`config.mk`:
```
export PLATFORM = sky130hd
export DESIGN_NAME = serial_adder_flat
export DESIGN_NICKNAME = d
export VERILOG_FILES = /design/src/rtl/serial_adder_if.sv /design/src/rtl/serial_adder.sv /design/src/flat_wrapper.sv
export SDC_FILE = /design/constraint.sdc
export NUM_CORES = 1
export LEC_CHECK = 0
export CELL_PAD_IN_SITES_DETAIL_PLACEMENT = 0
export CELL_PAD_IN_SITES_GLOBAL_PLACEMENT = 1
export CORE_UTILIZATION = 35
export DETAILED_ROUTE_END_ITERATION = 6
export DONT_BUFFER_PORTS = 1
export GPL_TIMING_DRIVEN = 0
export PLACE_DENSITY = 0.6
export SYNTH_ARGS = -nofsm -noshare
export SYNTH_HDL_FRONTEND = slang
export SYNTH_SLANG_ARGS = --single-unit
```
`constraint.sdc`:
```
create_clock -name clk -period 3.2 [get_ports clk]
set_clock_uncertainty 0.15 [all_clocks]
set_input_delay 0.64 -clock clk [delete_from_list [all_inputs] [get_ports clk]]
set_output_delay 0.64 -clock clk [all_outputs]
set_load 0.02 [all_outputs]
```
`src/rtl/serial_adder_if.sv`:
```
// Handshake bundle for serial_adder: operand request side and result side.
interface serial_adder_if #(
  parameter int WIDTH = 16
) ();
  logic             in_valid;
  logic             in_ready;
  logic [WIDTH-1:0] a;
  logic [WIDTH-1:0] b;
  logic             c_in;
  logic             sub;
  logic             out_valid;
  logic             out_ready;
  logic [WIDTH-1:0] sum;
  logic             c_out;
  logic             overflow;

  modport slave (
    input  in_valid, a, b, c_in, sub, out_ready,
    output in_ready, out_valid, sum, c_out, overflow
  );

  modport master (
    output in_valid, a, b, c_in, sub, out_ready,
    input  in_ready, out_valid, sum, c_out, overflow
  );
endinterface

```
`src/rtl/serial_adder.sv`:
```
// Multi-cycle ripple adder/subtractor: DIGIT bits per clock, registered
// carry between digits, valid/ready on both operand and result sides.
module serial_adder #(
  parameter int WIDTH = 16,
  parameter int DIGIT = 4
) (
  input  logic          clk,
  input  logic          rst,
  serial_adder_if.slave bus
);
  localparam int N  = WIDTH / DIGIT;
  localparam int CW = (N > 1) ? $clog2(N) : 1;

  if (WIDTH < 1 || DIGIT < 1 || DIGIT > WIDTH || (WIDTH % DIGIT) != 0) begin : g_param_check
    $error("serial_adder: need 1 <= DIGIT <= WIDTH and WIDTH %% DIGIT == 0");
  end

  typedef enum logic [1:0] {IDLE, RUN, DONE} state_e;

  state_e           state_q, state_d;
  logic [CW-1:0]    cnt_q, cnt_d;
  logic             carry_q, carry_d;
  logic [WIDTH-1:0] a_q, a_d;
  logic [WIDTH-1:0] b_q, b_d;
  logic [WIDTH-1:0] sum_sr_q, sum_sr_d;
  logic [WIDTH-1:0] sum_q, sum_d;
  logic             c_out_q, c_out_d;
  logic             ovf_q, ovf_d;

  logic [DIGIT:0]   slice_full;
  logic [DIGIT-1:0] slice_s;
  logic             slice_cout;
  logic             slice_cmsb;
  logic [WIDTH-1:0] sum_sr_nxt;

  // DIGIT-bit full-adder slice on the low operand digits; the carry into the
  // slice MSB is recovered from the MSB sum bit for the overflow flag.
  always_comb begin
    slice_full = {1'b0, a_q[DIGIT-1:0]} + {1'b0, b_q[DIGIT-1:0]} + (DIGIT+1)'(carry_q);
    slice_s    = slice_full[DIGIT-1:0];
    slice_cout = slice_full[DIGIT];
    slice_cmsb = slice_s[DIGIT-1] ^ a_q[DIGIT-1] ^ b_q[DIGIT-1];
    sum_sr_nxt = (sum_sr_q >> DIGIT) | (WIDTH'(slice_s) << (WIDTH - DIGIT));
  end

  // Next-state: accept in IDLE, one digit per RUN edge, hold result in DONE.
  always_comb begin
    state_d  = state_q;
    cnt_d    = cnt_q;
    carry_d  = carry_q;
    a_d      = a_q;
    b_d      = b_q;
    sum_sr_d = sum_sr_q;
    sum_d    = sum_q;
    c_out_d  = c_out_q;
    ovf_d    = ovf_q;
    unique case (state_q)
      IDLE: begin
        if (bus.in_valid) begin
          a_d     = bus.a;
          b_d     = bus.sub ? ~bus.b : bus.b;
          carry_d = bus.c_in ^ bus.sub;
          cnt_d   = '0;
          state_d = RUN;
        end
      end
      RUN: begin
        a_d      = a_q >> DIGIT;
        b_d      = b_q >> DIGIT;
        sum_sr_d = sum_sr_nxt;
        carry_d  = slice_cout;
        cnt_d    = cnt_q + CW'(1);
        if (cnt_q == CW'(N - 1)) begin
          state_d = DONE;
          sum_d   = sum_sr_nxt;
          c_out_d = slice_cout;
          ovf_d   = slice_cmsb ^ slice_cout;
        end
      end
      DONE: begin
        if (bus.out_ready) state_d = IDLE;
      end
      default: state_d = IDLE;
    endcase
  end

  // State and datapath registers; synchronous reset wins over everything.
  always_ff @(posedge clk) begin
    if (rst) begin
      state_q  <= IDLE;
      cnt_q    <= '0;
      carry_q  <= 1'b0;
      a_q      <= '0;
      b_q      <= '0;
      sum_sr_q <= '0;
      sum_q    <= '0;
      c_out_q  <= 1'b0;
      ovf_q    <= 1'b0;
    end else begin
      state_q  <= state_d;
      cnt_q    <= cnt_d;
      carry_q  <= carry_d;
      a_q      <= a_d;
      b_q      <= b_d;
      sum_sr_q <= sum_sr_d;
      sum_q    <= sum_d;
      c_out_q  <= c_out_d;
      ovf_q    <= ovf_d;
    end
  end

  assign bus.in_ready  = (state_q == IDLE);
  assign bus.out_valid = (state_q == DONE);
  assign bus.sum       = sum_q;
  assign bus.c_out     = c_out_q;
  assign bus.overflow  = ovf_q;
endmodule

```
`src/flat_wrapper.sv`:
```
// flat-port wrapper written by rule: the top's interface ports become plain ports
module serial_adder_flat 
#(
  parameter int WIDTH = 16,
  parameter int DIGIT = 4
)
  (clk, rst, bus_in_valid, bus_a, bus_b, bus_c_in, bus_sub, bus_out_ready, bus_in_ready, bus_out_valid, bus_sum, bus_c_out, bus_overflow);
  serial_adder_if #(.WIDTH(WIDTH)) bus_i ();
  input  logic clk;
  input  logic rst;
  input wire logic [$bits(bus_i.in_valid)-1:0] bus_in_valid;
  input wire logic [$bits(bus_i.a)-1:0] bus_a;
  input wire logic [$bits(bus_i.b)-1:0] bus_b;
  input wire logic [$bits(bus_i.c_in)-1:0] bus_c_in;
  input wire logic [$bits(bus_i.sub)-1:0] bus_sub;
  input wire logic [$bits(bus_i.out_ready)-1:0] bus_out_ready;
  output wire logic [$bits(bus_i.in_ready)-1:0] bus_in_ready;
  output wire logic [$bits(bus_i.out_valid)-1:0] bus_out_valid;
  output wire logic [$bits(bus_i.sum)-1:0] bus_sum;
  output wire logic [$bits(bus_i.c_out)-1:0] bus_c_out;
  output wire logic [$bits(bus_i.overflow)-1:0] bus_overflow;
  assign bus_i.in_valid = bus_in_valid;
  assign bus_i.a = bus_a;
  assign bus_i.b = bus_b;
  assign bus_i.c_in = bus_c_in;
  assign bus_i.sub = bus_sub;
  assign bus_i.out_ready = bus_out_ready;
  assign bus_in_ready = bus_i.in_ready;
  assign bus_out_valid = bus_i.out_valid;
  assign bus_sum = bus_i.sum;
  assign bus_c_out = bus_i.c_out;
  assign bus_overflow = bus_i.overflow;
  serial_adder #(.WIDTH(WIDTH), .DIGIT(DIGIT)) u_core (.clk(clk), .rst(rst), .bus(bus_i));
endmodule
```
After elaboration in Yosys (flattened, before gate mapping)
Index checks and enable logic that the tools add are counted.
{"block": "op_classes", "mux": 13, "eq_ne": 6, "n_addsub": 3, "bitwise_logic": 6, "reduce_logical": 5}
{"cell": "16-bit one-hot mux with 2 select lines", "n": 2}
{"cell": "16-bit two-way mux", "n": 3}
{"cell": "16-bit NOT", "n": 1}
{"cell": "12-bit by 16-bit bitwise OR with 16-bit output", "n": 1}
{"cell": "2-bit two-way mux", "n": 4}
{"cell": "2-bit one-hot mux with 3 select lines", "n": 1}
{"cell": "4-bit by 4-bit adder with 5-bit output", "n": 1}
{"cell": "5-bit by 1-bit adder with 5-bit output", "n": 1}
{"cell": "2-bit equality test (second input constant)", "n": 2}
{"cell": "2-bit inequality test (second input constant)", "n": 2}
{"cell": "2-bit one-hot mux with 2 select lines", "n": 1}
{"cell": "2-bit AND reduction", "n": 2}
{"cell": "1-bit XOR", "n": 4}
{"cell": "3-bit AND reduction", "n": 1}
{"cell": "2-bit by 1-bit adder with 2-bit output (second input constant)", "n": 1}
{"cell": "2-bit by 1-bit equality test with 1-bit output (second input constant)", "n": 1}
{"cell": "2-bit zero test", "n": 1}
{"cell": "2-bit by 1-bit inequality test with 1-bit output (second input constant)", "n": 1}
{"cell": "1-bit one-hot mux with 2 select lines", "n": 1}
{"cell": "2-bit nonzero test", "n": 1}
{"cell": "1-bit two-way mux", "n": 1}
{"block": "totals", "wordCells": 42, "out_inout_bits": 20, "in_bits": 38, "register_bits": 71}

Depth between registers and ports, before layout
{"block": "logic_depth", "word_depth": 5, "ltp_mapped": 8, "mapped_depth_nobuf": 8}

Worst setup path before layout
Ideal clock, no wire load.
{"block": "synth_path", "path_kind": "reg2reg", "start": "reg u_core.b_q[0]", "end": "reg u_core.ovf_q (netlist: u_core.bus.overflow)", "path_stages_with_launch": 9, "setup_ps": 87, "arrival_ps": 1713, "slack_ps": 1250, "t_required_ps": 2963, "synth_period_minus_slack_ps": 1950, "path_buffers": 0, "cell_sequence": "dfxtp_1 fa_1 inv_1 fa_1 nand2b_1 a21oi_1 xnor2_1 xnor2_1 o31ai_1"}
{"block": "synth_via", "elab_chain_cells": 5}
{"element": "start, declared", "line_no": "serial_adder.sv:24", "rtl": "logic [WIDTH-1:0] b_q, b_d;"}
{"element": "start signal, assigned", "line_no": "serial_adder.sv:94", "rtl": "b_q <= '0;"}
{"element": "start signal, assigned", "line_no": "serial_adder.sv:104", "rtl": "b_q <= b_d;"}
{"element": "4-bit by 4-bit adder with 5-bit output *", "line_no": "serial_adder.sv:39", "rtl": "slice_full = {1'b0, a_q[DIGIT-1:0]} + {1'b0, b_q[DIGIT-1:0]} + (DIGIT+1)'(carry_q);"}
{"element": "5-bit by 1-bit adder with 5-bit output *", "line_no": "serial_adder.sv:39"}
{"element": "1-bit XOR (2 in a row)", "line_no": "serial_adder.sv:42", "rtl": "slice_cmsb = slice_s[DIGIT-1] ^ a_q[DIGIT-1] ^ b_q[DIGIT-1];"}
{"element": "1-bit XOR *", "line_no": "serial_adder.sv:77", "rtl": "ovf_d = slice_cmsb ^ slice_cout;"}
{"element": "end signal, assigned", "line_no": "serial_adder.sv:108", "rtl": "ovf_q <= ovf_d;"}
{"element": "end, declared", "line_no": "serial_adder.sv:28", "rtl": "logic ovf_q, ovf_d;"}
Every way passes the cells marked *; elsewhere a longest branch is shown, timed or not.
A chain may end at the register's enable or synchronous reset.

Worst setup path after layout
{"block": "layout_path", "start": "reg u_core.a_q[0]", "end": "reg u_core.ovf_q (netlist: u_core.bus.overflow)"}
{"block": "layout_via", "elab_chain_cells": 5}
{"element": "start, declared", "line_no": "serial_adder.sv:23", "rtl": "logic [WIDTH-1:0] a_q, a_d;"}
{"element": "start signal, assigned", "line_no": "serial_adder.sv:93", "rtl": "a_q <= '0;"}
{"element": "start signal, assigned", "line_no": "serial_adder.sv:103", "rtl": "a_q <= a_d;"}
{"element": "4-bit by 4-bit adder with 5-bit output *", "line_no": "serial_adder.sv:39"}
{"element": "5-bit by 1-bit adder with 5-bit output *", "line_no": "serial_adder.sv:39"}
{"element": "1-bit XOR (2 in a row)", "line_no": "serial_adder.sv:42"}
{"element": "1-bit XOR *", "line_no": "serial_adder.sv:77"}
Marked as above.

==> results.yml <==
synthesis:
  synth_top_family_by_area: "simple AND/OR/NAND/NOR gates"
  synthCells: 379
  synth_fa_ha_area_frac: 0.03034
  synth_area_sq_mm: 0.002969
  syn_nets: 423
  synth-compound-area-share: 0.1601
  synth-simple-area-share: 0.2398
  yosysSeqAreaShare: 0.4517
  synth-xor-area-share: 0.06490
  yosys_warnings: 0
  avgSynthCellArea_sq_um: 7.834
  ys_types: 26
  synth_seq_cells: 67
  synth.mux.area_fraction: 0
global_route:
  antenna_found_initial: 0
  track_usage: 0.1805
  grt_pass1_vias: 2359
  grt-ovfl-total: 0
  grt_max_degree: 12
  grt_pass1_wl_um: 12030
layout:
  antenna_cells: 0
  layout_commonest_cell: "nor2_1"
  layout.cells.non_filler: 500
  layout_common_cells: "nor2_1 (83), dfxtp_1 (67), a21oi_1 (54)"
  final_nets: 434
  fill_cells: 899
  syn2layout_area_growth_pct: 11.59
  drive_gt1_frac: 0.08354
placed_design:
  portBuffers: 0
  placed_cells: 484
  hpwl_um: 5309
  place_congestion: 0.7238
clock_network:
  cts_setup_buffers: 0
  cts.sinks: 67
  ctsResizeCount: 0
  clk-insertion-delay-late_ns: 0.33
  cts_tree: "yes"
  numCtsBuffers: 9
  path_clk_slew_ns: 0.07
  clockBufferDepth: 2
  ctsHoldBuffers: 0
  root_buffer: "clkbuf_8"
  cts_max_level: 3
hold_path:
  hp-start: "u_core.sum_sr_q[6]$_SDFFE_PP0P_"
  hold_depth: 2
  hold_class: "reg2reg"
worst_setup_path:
  regToRegStartpoint: "u_core.a_q[0]$_SDFFE_PP0P_"
  critPathRequiredTime_ns: 3.30
  worst_setup_path_end_kind: "flip-flop"
  cp-startpoint: "u_core.a_q[0]$_SDFFE_PP0P_"
  r2r_cells: 8
  path_cells: "fa_1, inv_1, fa_1, nand2b_1, a21oi_1, xnor2_1, xnor2_1, o31ai_1"
  worstPathMaxFanout: 3
  arrival_ns: 2.29
  r2r_setup_slack_ns: 1.01
  max_stage_delay_ns: 0.39
  cp-start-kind: "flip-flop"
  crit_type: "reg2reg"
  cpMaxStageDelayCell: "dfxtp_1"
sta:
  report.final.slew_viol_count: 0
  fmax_ghz: 0.4574
  rsz0062_at_grt: "no"
  final-hold-violation-count: 0
  finalSetupViolCount: 0
  fin_crit_sh: 0.6832
  max_slew_margin: 0.6480
  period_needed_ns: 2.186
  holdWs_ns: 0.3046
  worst_pin_slew_ns: 0.5280
  finalSetupTns_ns: 0
power:
  leakagePower_nw: 1.297
  power_density_mw_per_mm2: 571.3
  vdd_drop_max_mv: 0.2087
floorplan:
  fp.dieH_um: 94.11
  ios: 58
  initial_utilization: 0.3614
  rows: 33
  dieArea_sq_mm: 0.008856
  core_sq_mm: 0.008217
  die_width_um: 94.11
run:
  drv_cap: 0
drt:
  drt_first_pass_iters: 4
  drc: 0
  drt_iter0_markers: 76
  wirelength_um: 7455
  viasPerCell: 4.928
  vias: 2464
  ant_nets: 0
  wl_per_cell_um: 14.91
outcome:
  outcome: "finished, final reports clean"
-- layer usage --
metal / vias up / global-route usage / wire [um]
met5: - / 0 / 0
met4: 0 / 0.06154 / 87
met3: 9 / 0.04045 / 363
met2: 59 / 0.2895 / 3413
met1: 1128 / 0.2374 / 3591
li1: 1268 / - / -
-- path summary, 6_finish.rpt --
path	to
worst max register to register	u_core.bus.overflow$_SDFFE_PP0P_
worst max-delay path	u_core.bus.overflow$_SDFFE_PP0P_
worst min-delay path	u_core.bus.sum[2]$_SDFFE_PP0P_
worst min register to register	u_core.bus.sum[2]$_SDFFE_PP0P_
-- worst max-delay path: cells and delay by family, from the launching register on --
family,cells,cell delay [ns]
XOR/XNOR,2,0.27
AO/OA/AOI/OAI,2,0.47
buffers and inverters,1,0.05
adder cells (fa/ha/maj),2,0.61
AND/OR/NAND/NOR,1,0.16
flip-flops,1,0.39
-- sequential cells by signal, summed over array words and instances, names as in the netlist --
signal,count
u_core.a_q,16
u_core.b_q,16
u_core.bus.sum,16
u_core.sum_sr_q,12
u_core.cnt_q,2
u_core.state_q,2
u_core.bus.c_out,1
u_core.bus.overflow,1
u_core.carry_q,1
-- where the power goes --
| group | leakage (nW) | internal (mW) | switching (mW) | total [mW] |
|---|---|---|---|---|
| logic | 0.642 | 0.0956 | 0.146 | 0.241 |
| clock network | 0.108 | 0.421 | 0.326 | 0.748 |
| registers | 0.547 | 0.876 | 0.0283 | 0.904 |
| total | 1.30 | 1.39 | 0.500 | 1.89 |
-- cell families after synthesis --
group | after synthesis
adder cells (fa/ha/maj) | 6
XOR/XNOR | 22
AO/OA/AOI/OAI | 81
buffers and inverters | 33
flip-flops | 67
AND/OR/NAND/NOR | 170
-- final cells by class --
type                       instances  area, sq um  area share
buffer                            30        146.4     0.04418
clock buffer                      12        165.2     0.04985
clock inverter                     4        47.55     0.01435
inverter                           3        11.26    0.003399
multi-input combinational        279         1470      0.4437
sequential                        67         1341      0.4048
tap                              105        131.4     0.03965
-- through the flow --
| step | total power, mW | worst slack [ns] | util | area (sq um) |
|---|---|---|---|---|
| after floorplan | 1.105 | 1.250 | - | 2969 |
| after global placement | 1.167 | 1.039 | 0.3773 | 3100 |
| after detailed placement | 1.169 | 1.021 | 0.3773 | 3100 |
| after CTS | 1.920 | 1.003 | 0.4032 | 3313 |
| after global routing | 1.992 | 0.7957 | 0.4032 | 3313 |
| final | 1.893 | 1.014 | 0.4032 | 3313 |
-- cell usage after synthesis --
cell type	instances	area (sq um)
a21oi_1	54	270.3
or2_1	1	6.260
a22oi_1	21	157.7
buf_1	1	3.750
o31ai_1	1	7.510
nand2b_1	3	18.77
inv_1	3	11.26
nor2_1	83	311.6
nor3_1	12	60.06
ha_1	4	50.05
dfxtp_1	67	1341
buf_4	3	22.52
nor2b_1	15	93.84
a211oi_1	3	22.52
xnor2_1	5	43.79
clkbuf_1	13	48.80
fa_1	2	40.04
xor2_1	17	148.9
buf_6	1	11.26
nand2_2	1	6.260
buf_2	12	60.06
a21o_1	1	7.510
a222oi_1	1	10.01
nand3b_1	1	7.510
nand2_1	52	195.2
and2_1	2	12.51
Power figures use the tool's default switching activity.
